==> config.mk <==
export PLATFORM = sky130hd
export DESIGN_NAME = wide_addsub_seq_flat
export DESIGN_NICKNAME = d
export VERILOG_FILES = /design/src/rtl/wide_addsub_seq_pkg.sv /design/src/rtl/wide_addsub_seq_if.sv /design/src/rtl/wide_addsub_seq_cla.sv /design/src/rtl/wide_addsub_seq.sv /design/src/flat_wrapper.sv
export SDC_FILE = /design/constraint.sdc
export NUM_CORES = 1
export LEC_CHECK = 0
export BUFFER_PORTS_ARGS = -buffer_cell sky130_fd_sc_hd__buf_2
export CAP_MARGIN = 20
export CORE_MARGIN = 4
export CORE_UTILIZATION = 54
export CTS_CLUSTER_DIAMETER = 100
export DETAILED_ROUTE_END_ITERATION = 12
export PLACE_DENSITY = 0.79
export REMOVE_ABC_BUFFERS = 1
export SYNTH_ARGS = -nofsm -noshare
export SYNTH_HDL_FRONTEND = slang
export SYNTH_SLANG_ARGS = --single-unit
==> constraint.sdc <==
create_clock -name clk -period 29.1 [get_ports clk]
set_clock_uncertainty 0.2 [all_clocks]
set_input_delay 8.73 -clock clk [delete_from_list [all_inputs] [get_ports clk]]
set_output_delay 8.73 -clock clk [all_outputs]
set_load 0.02 [all_outputs]
==> src/rtl/wide_addsub_seq_pkg.sv <==
// Shared types and constants for the word-serial wide add/subtract sequencer.
// Also holds the 4-bit lookahead carry function used at both levels of the CLA slice.
package wide_addsub_seq_pkg;

  localparam int unsigned WORD_W = 16;
  localparam int unsigned WORDS  = 4;
  localparam int unsigned W      = WORD_W * WORDS;
  localparam int unsigned IDX_W  = $clog2(WORDS);

  localparam logic [IDX_W-1:0] LAST_IDX = IDX_W'(WORDS - 1);

  typedef enum logic [1:0] {
    ST_IDLE = 2'd0,
    ST_RUN  = 2'd1,
    ST_DONE = 2'd2
  } state_e;

  // Returns carries c[0..4] for a 4-bit group as flat sum-of-products,
  // so no carry ripples through the group.
  function automatic logic [4:0] cla4(input logic [3:0] g, input logic [3:0] p,
                                      input logic c);
    logic [4:0] cy;
    logic       t;
    cy[0] = c;
    for (int j = 1; j <= 4; j++) begin
      t = c;
      for (int k = 0; k < j; k++) t = t & p[k];
      cy[j] = t;
      for (int m = 0; m < j; m++) begin
        t = g[m];
        for (int k = m + 1; k < j; k++) t = t & p[k];
        cy[j] = cy[j] | t;
      end
    end
    return cy;
  endfunction

endpackage

==> src/rtl/wide_addsub_seq_if.sv <==
// Request/result bundle between a requesting datapath (master) and the
// wide add/subtract sequencer (slave).
import wide_addsub_seq_pkg::*;

interface wide_addsub_seq_if;
  logic         start;
  logic         op_sub;
  logic         cin;
  logic [W-1:0] a;
  logic [W-1:0] b;
  logic         ready;
  logic         done;
  logic [W-1:0] sum;
  logic         cout;
  logic         ovf;

  modport master (
    output start, op_sub, cin, a, b,
    input  ready, done, sum, cout, ovf
  );

  modport slave (
    input  start, op_sub, cin, a, b,
    output ready, done, sum, cout, ovf
  );
endinterface

==> src/rtl/wide_addsub_seq_cla.sv <==
// 16-bit two-level carry-lookahead adder slice: four 4-bit groups whose
// carries come from a second lookahead stage over group generate/propagate.
module CLA_16_bit
  import wide_addsub_seq_pkg::*;
(
  input  logic [15:0] a_i,
  input  logic [15:0] b_i,
  input  logic        cin_i,
  output logic [15:0] sum_o,
  output logic        cout_o,
  output logic        pout_o,
  output logic        gout_o
);

  logic [15:0] p;
  logic [15:0] g;
  logic [15:0] c;
  logic [3:0]  bp;
  logic [3:0]  bg;
  logic [4:0]  bc;

  always_comb begin : comb_cla
    logic [4:0] lc;
    p  = a_i ^ b_i;
    g  = a_i & b_i;
    bp = '0;
    bg = '0;
    c  = '0;
    for (int k = 0; k < 4; k++) begin
      lc    = cla4(g[4*k +: 4], p[4*k +: 4], 1'b0);
      bg[k] = lc[4];
      bp[k] = &p[4*k +: 4];
    end
    bc = cla4(bg, bp, cin_i);
    for (int k = 0; k < 4; k++) begin
      lc           = cla4(g[4*k +: 4], p[4*k +: 4], bc[k]);
      c[4*k +: 4]  = lc[3:0];
    end
    lc     = cla4(bg, bp, 1'b0);
    gout_o = lc[4];
    pout_o = &bp;
    sum_o  = p ^ c;
    cout_o = bc[4];
  end

endmodule

==> src/rtl/wide_addsub_seq.sv <==
// Word-serial wide add/subtract: one shared CLA_16_bit slice processes the
// operand least-significant word first, with the inter-word carry registered.
module wide_addsub_seq
  import wide_addsub_seq_pkg::*;
(
  input  logic              clk,
  input  logic              rst,
  wide_addsub_seq_if.slave  bus
);

  state_e             state_q;
  logic [IDX_W-1:0]   idx_q;
  logic               carry_q;
  logic [W-1:0]       opa_q;
  logic [W-1:0]       opb_q;
  logic [W-1:0]       sum_q;
  logic               cout_q;
  logic               ovf_q;
  logic               ready_q;
  logic               done_q;

  logic [WORD_W-1:0]  opa_word_d;
  logic [WORD_W-1:0]  opb_word_d;
  logic [WORD_W-1:0]  slice_sum_d;
  logic               slice_cout_d;
  logic               unused_pout;
  logic               unused_gout;

  always_comb begin
    opa_word_d = opa_q[idx_q*WORD_W +: WORD_W];
    opb_word_d = opb_q[idx_q*WORD_W +: WORD_W];
  end

  CLA_16_bit u_slice (
    .a_i    (opa_word_d),
    .b_i    (opb_word_d),
    .cin_i  (carry_q),
    .sum_o  (slice_sum_d),
    .cout_o (slice_cout_d),
    .pout_o (unused_pout),
    .gout_o (unused_gout)
  );

  // NOTE: all state here updates with <= so every register samples the
  // pre-edge values of the others; blocking assignments would chain them.
  always_ff @(posedge clk) begin
    if (rst) begin
      state_q <= ST_IDLE;
      idx_q   <= '0;
      carry_q <= 1'b0;
      sum_q   <= '0;
      cout_q  <= 1'b0;
      ovf_q   <= 1'b0;
      ready_q <= 1'b1;
      done_q  <= 1'b0;
    end else begin
      case (state_q)
        ST_IDLE: begin
          if (bus.start) begin
            // NOTE: opa_q/opb_q carry no reset; they are always loaded here
            // before any cycle that reads them.
            opa_q   <= bus.a;
            opb_q   <= bus.op_sub ? ~bus.b : bus.b;
            carry_q <= bus.op_sub ? 1'b1 : bus.cin;
            idx_q   <= '0;
            sum_q   <= '0;
            cout_q  <= 1'b0;
            ovf_q   <= 1'b0;
            ready_q <= 1'b0;
            state_q <= ST_RUN;
          end
        end
        ST_RUN: begin
          sum_q[idx_q*WORD_W +: WORD_W] <= slice_sum_d;
          carry_q <= slice_cout_d;
          idx_q   <= idx_q + 1'b1;
          if (idx_q == LAST_IDX) begin
            // Top word is being written now, so its sign bit is the slice's.
            cout_q  <= slice_cout_d;
            ovf_q   <= (opa_q[W-1] == opb_q[W-1]) &&
                       (slice_sum_d[WORD_W-1] != opa_q[W-1]);
            done_q  <= 1'b1;
            state_q <= ST_DONE;
          end
        end
        ST_DONE: begin
          done_q  <= 1'b0;
          ready_q <= 1'b1;
          state_q <= ST_IDLE;
        end
        default: begin
          done_q  <= 1'b0;
          ready_q <= 1'b1;
          state_q <= ST_IDLE;
        end
      endcase
    end
  end

  assign bus.ready = ready_q;
  assign bus.done  = done_q;
  assign bus.sum   = sum_q;
  assign bus.cout  = cout_q;
  assign bus.ovf   = ovf_q;

endmodule
==> src/flat_wrapper.sv <==
// flat-port wrapper written by rule: the top's interface ports become plain ports
module wide_addsub_seq_flat import wide_addsub_seq_pkg::*;
  (clk, rst, bus_start, bus_op_sub, bus_cin, bus_a, bus_b, bus_ready, bus_done, bus_sum, bus_cout, bus_ovf);
  wide_addsub_seq_if bus_i ();
  input  logic clk;
  input  logic rst;
  input wire logic [$bits(bus_i.start)-1:0] bus_start;
  input wire logic [$bits(bus_i.op_sub)-1:0] bus_op_sub;
  input wire logic [$bits(bus_i.cin)-1:0] bus_cin;
  input wire logic [$bits(bus_i.a)-1:0] bus_a;
  input wire logic [$bits(bus_i.b)-1:0] bus_b;
  output wire logic [$bits(bus_i.ready)-1:0] bus_ready;
  output wire logic [$bits(bus_i.done)-1:0] bus_done;
  output wire logic [$bits(bus_i.sum)-1:0] bus_sum;
  output wire logic [$bits(bus_i.cout)-1:0] bus_cout;
  output wire logic [$bits(bus_i.ovf)-1:0] bus_ovf;
  assign bus_i.start = bus_start;
  assign bus_i.op_sub = bus_op_sub;
  assign bus_i.cin = bus_cin;
  assign bus_i.a = bus_a;
  assign bus_i.b = bus_b;
  assign bus_ready = bus_i.ready;
  assign bus_done = bus_i.done;
  assign bus_sum = bus_i.sum;
  assign bus_cout = bus_i.cout;
  assign bus_ovf = bus_i.ovf;
  wide_addsub_seq u_core (.clk(clk), .rst(rst), .bus(bus_i));
endmodule
==> impl_metrics.py <==
metrics = {
    "pwr": {
        "cellPowerDensity_mw_per_mm2": 66.2,
        "vdd_drop_max_uv": 43.6,
        "power_frac_comb": 0.125,
        "switching_share": 0.240,
        "pwr-share-seq": 0.459,
        "intPower_mw": 0.533,
        "power.leakage_nw": 4.27,
        "power.switching_mw": 0.169,
        "pwr-share-clk": 0.416,
        "p_total_mw": 0.702,
    },
    "route": {
        "via_per_inst": 5.68,
        "ant_nets": 0,
        "vias": 5851,
        "drtIter0Drc": 463,
        "routed_wl_um": 20300,
        "drc_errors": 0,
        "wire_per_inst_um": 19.7,
        "detail_route.first_pass.iterations": 5,
    },
    "floorplan": {
        "io_pins": 201,
        "row_count": 46,
        "die_y_um": 135,
        "die_x_um": 135,
        "initial_core_util": 0.547,
        "core_area_mm2": 0.0158,
        "die_area_mm2": 0.0181,
    },
    "layout": {
        "area_growth_pct": 22.3,
        "nets": 959,
        "n_fill_cell": 1115,
        "fin_cells": 1030,
        "ff_latch_area_mm2": 0.00531,
        "multiInputGateArea_mm2": 0.00316,
        "layout-drive-gt1-share": 0.345,
        "antenna_cells": 0,
    },
    "worst_setup_path": {
        "critPathLaunchType": "primary input",
        "r2r-end": "u_core.bus.sum[31]",
        "r2r_cells": 11,
        "worstPathArrival_ns": 10.64,
        "path_max_fanout": 80,
        "worstSetupEndpointType": "flop",
        "r2r_slack_ns": 24.53,
        "critPathRequiredTime_ns": 29.05,
        "critPathKind": "primary input to flop",
        "r2r-start": "u_core.idx_q[1]",
    },
    "logic_synthesis": {
        "synth.area.top_cells": "edfxtp_1, dfxtp_1, mux4_2",
        "yosys_register_bits": 201,
        "synth_edf_count": 128,
        "synth_area_per_cell_um2": 14.3,
        "synthArstFlopShare": 0,
        "syn_area_mm2": 0.00866,
        "yosys_warnings": 0,
        "yosysTopAreaCell": "edfxtp_1",
        "synth_top_area_frac": 0.444,
        "yosysSeqAreaShare": 0.612,
        "synth.distinct_cells": 40,
        "postSynthCellCount": 605,
        "ys.flop_type": "edfxtp_1",
    },
    "cts": {
        "hold_buffers": 0,
        "cts_root_buffer": "clkbuf_16",
        "htreeDepth": 1,
        "cts_tree": "yes",
        "numCtsBuffers": 22,
        "cts_sinks": 201,
        "cts_resized": 0,
        "clock_latency_ns": 0.50,
        "post_cts_buffers": 0,
        "clk_pin_slew_ns": 0.06,
        "cts_max_path_buffers": 3,
    },
    "place": {
        "place_hpwl_um": 14100,
        "placed_cells": 989,
        "portBuffers": 200,
        "gp_congestion": 0.819,
    },
    "sta": {
        "relSlewSlack": 0.268,
        "max_freq_mhz": 93.6,
        "setup_viol": 0,
        "tightest_slew_ns": 1.09,
        "rsz0062_at_grt": "no",
        "hold_viol": 0,
        "tns_ns": 0,
        "period_share": 0.367,
        "final_max_slew_viol_count": 0,
        "min_period_ns": 10.68,
    },
    "status": {
        "status": "finished clean",
    },
    "global_routing": {
        "track_usage": 0.219,
        "grt.overflow.total": 0,
        "antenna_found_initial": 0,
        "grt_pass1_vias": 6214,
        "grt_pass1_wl_um": 31400,
        "grt_max_degree": 91,
    },
    "hold_path": {
        "min_path_cells": 2,
        "hold_path_end": "u_core.bus.sum[11]",
        "min_from": "u_core.bus.sum[11]",
        "hp-class": "flop to flop",
    },
    "run": {
        "max_cap_viol_count": 0,
    },
}
[worst max path at each step]
stage               startpoint          endpoint  slack (ns)  depth (start not counted)
global placement           rst   u_core.opb_q[6]       17.77                          5
floorplan            bus_start   u_core.opa_q[0]       10.61                          2
global route               rst  u_core.opa_q[53]       18.31                          6
detailed placement         rst  u_core.opa_q[21]       17.64                          5
CTS                        rst   u_core.opb_q[5]       18.11                          5
finish                     rst   u_core.opb_q[5]       18.42                          6
[per-layer routing]
| metal | up-vias | wire length [µm] | global-route usage |
|---|---|---|---|
| li1 | 2703 | - | - |
| met5 | - | 0 | 0 |
| met2 | 249 | 10400 | 0.379 |
| met4 | 0 | 561 | 0.0775 |
| met1 | 2859 | 7640 | 0.270 |
| met3 | 40 | 1710 | 0.0507 |
[metrics by stage]
stage / worst slack, ns / utilization / cell area, µm² / hold slack, ns
5_1_grt: 18.31 / 0.670 / 10600 / 0.277
3_3_place_gp: 17.77 / 0.619 / 9790 / 0.240
6_report: 18.42 / 0.670 / 10600 / 0.262
4_1_cts: 18.11 / 0.668 / 10600 / 0.261
2_1_floorplan: 10.61 / - / 8480 / 0.328
3_5_place_dp: 17.64 / 0.619 / 9790 / 0.250
[layout make-up]
cell class | count | area share
Clock buffer | 30 | 0.0637
Clock inverter | 10 | 0.00980
Inverter | 5 | 0.00177
Multi-Input combinational cell | 363 | 0.298
Sequential cell | 201 | 0.501
Tap cell | 216 | 0.0255
Timing Repair Buffer | 205 | 0.100
[registers in the layout, summed over array words and instances, names as in the netlist]
name	cells
u_core.bus.cout	1
u_core.bus.done	1
u_core.bus.ovf	1
u_core.bus.ready	1
u_core.bus.sum	64
u_core.carry_q	1
u_core.idx_q	2
u_core.opa_q	64
u_core.opb_q	64
u_core.state_q	2
[kinds of logic (layout without fill, tap and decap cells)]
logic type | after synthesis | after routing | synth area share
simple gates | 116 | 116 | 0.0670
flops | 201 | 201 | 0.612
fa+ha+maj | 28 | 28 | 0.0439
xor+xnor | 68 | 68 | 0.0687
compound gates | 119 | 119 | 0.102
mux | 32 | 32 | 0.0832
buf+inv | 41 | 250 | 0.0233
[worst max-delay path, cell delays in order]
cell and delay, ns:
buf_2 0.09, buf_4 0.33, nor3_2 0.26, buf_4 0.46, buf_4 0.31, buf_16 0.33
[power by group through the flow]
stage	Clock [mW]	Combinational [mW]	Sequential, mW
2_1_floorplan	0	0.0501	0.333
3_5_place_dp	0	0.0861	0.329
6_report	0.292	0.0876	0.322
5_1_grt	0.309	0.0959	0.323
3_3_place_gp	0	0.0826	0.328
4_1_cts	0.296	0.0869	0.323
[layout by cell type (no fill, tap or decap), types with 2 or more instances in the layout]
| cell | instances |
|---|---|
| buf_2 | 199 |
| edfxtp_1 | 128 |
| dfxtp_1 | 71 |
| xor2_1 | 68 |
| nor2_1 | 67 |
| a22oi_1 | 34 |
| mux4_2 | 32 |
| a32oi_1 | 28 |
| clkbuf_16 | 26 |
| ha_1 | 24 |
| nand2_1 | 15 |
| o21ai_0 | 13 |
| a21oi_1 | 11 |
| a21o_1 | 11 |
| or3_1 | 8 |
| nand3_1 | 7 |
| inv_1 | 5 |
| clkinv_2 | 5 |
| buf_4 | 5 |
| nor3_1 | 4 |
| a211oi_1 | 4 |
| o21bai_1 | 4 |
| o211a_1 | 4 |
| o21a_1 | 4 |
| fa_1 | 4 |
| nand3b_1 | 3 |
| clkbuf_1 | 3 |
| nand2b_1 | 2 |
| nor3_4 | 2 |
| a211o_1 | 2 |
| bufinv_16 | 2 |
| dfxtp_2 | 2 |
[cell usage after synthesis (5+ instances only)]
library cell,n
a21o_1,11
a21oi_1,11
a22oi_1,34
a32oi_1,28
buf_2,17
clkbuf_1,15
dfxtp_1,73
edfxtp_1,128
ha_1,24
inv_1,5
mux4_2,32
nand2_1,15
nand3_1,7
nor2_1,67
nor3_1,5
o21ai_0,13
or3_1,8
xor2_1,68
Note: power is estimated with default switching activity, not from simulation.
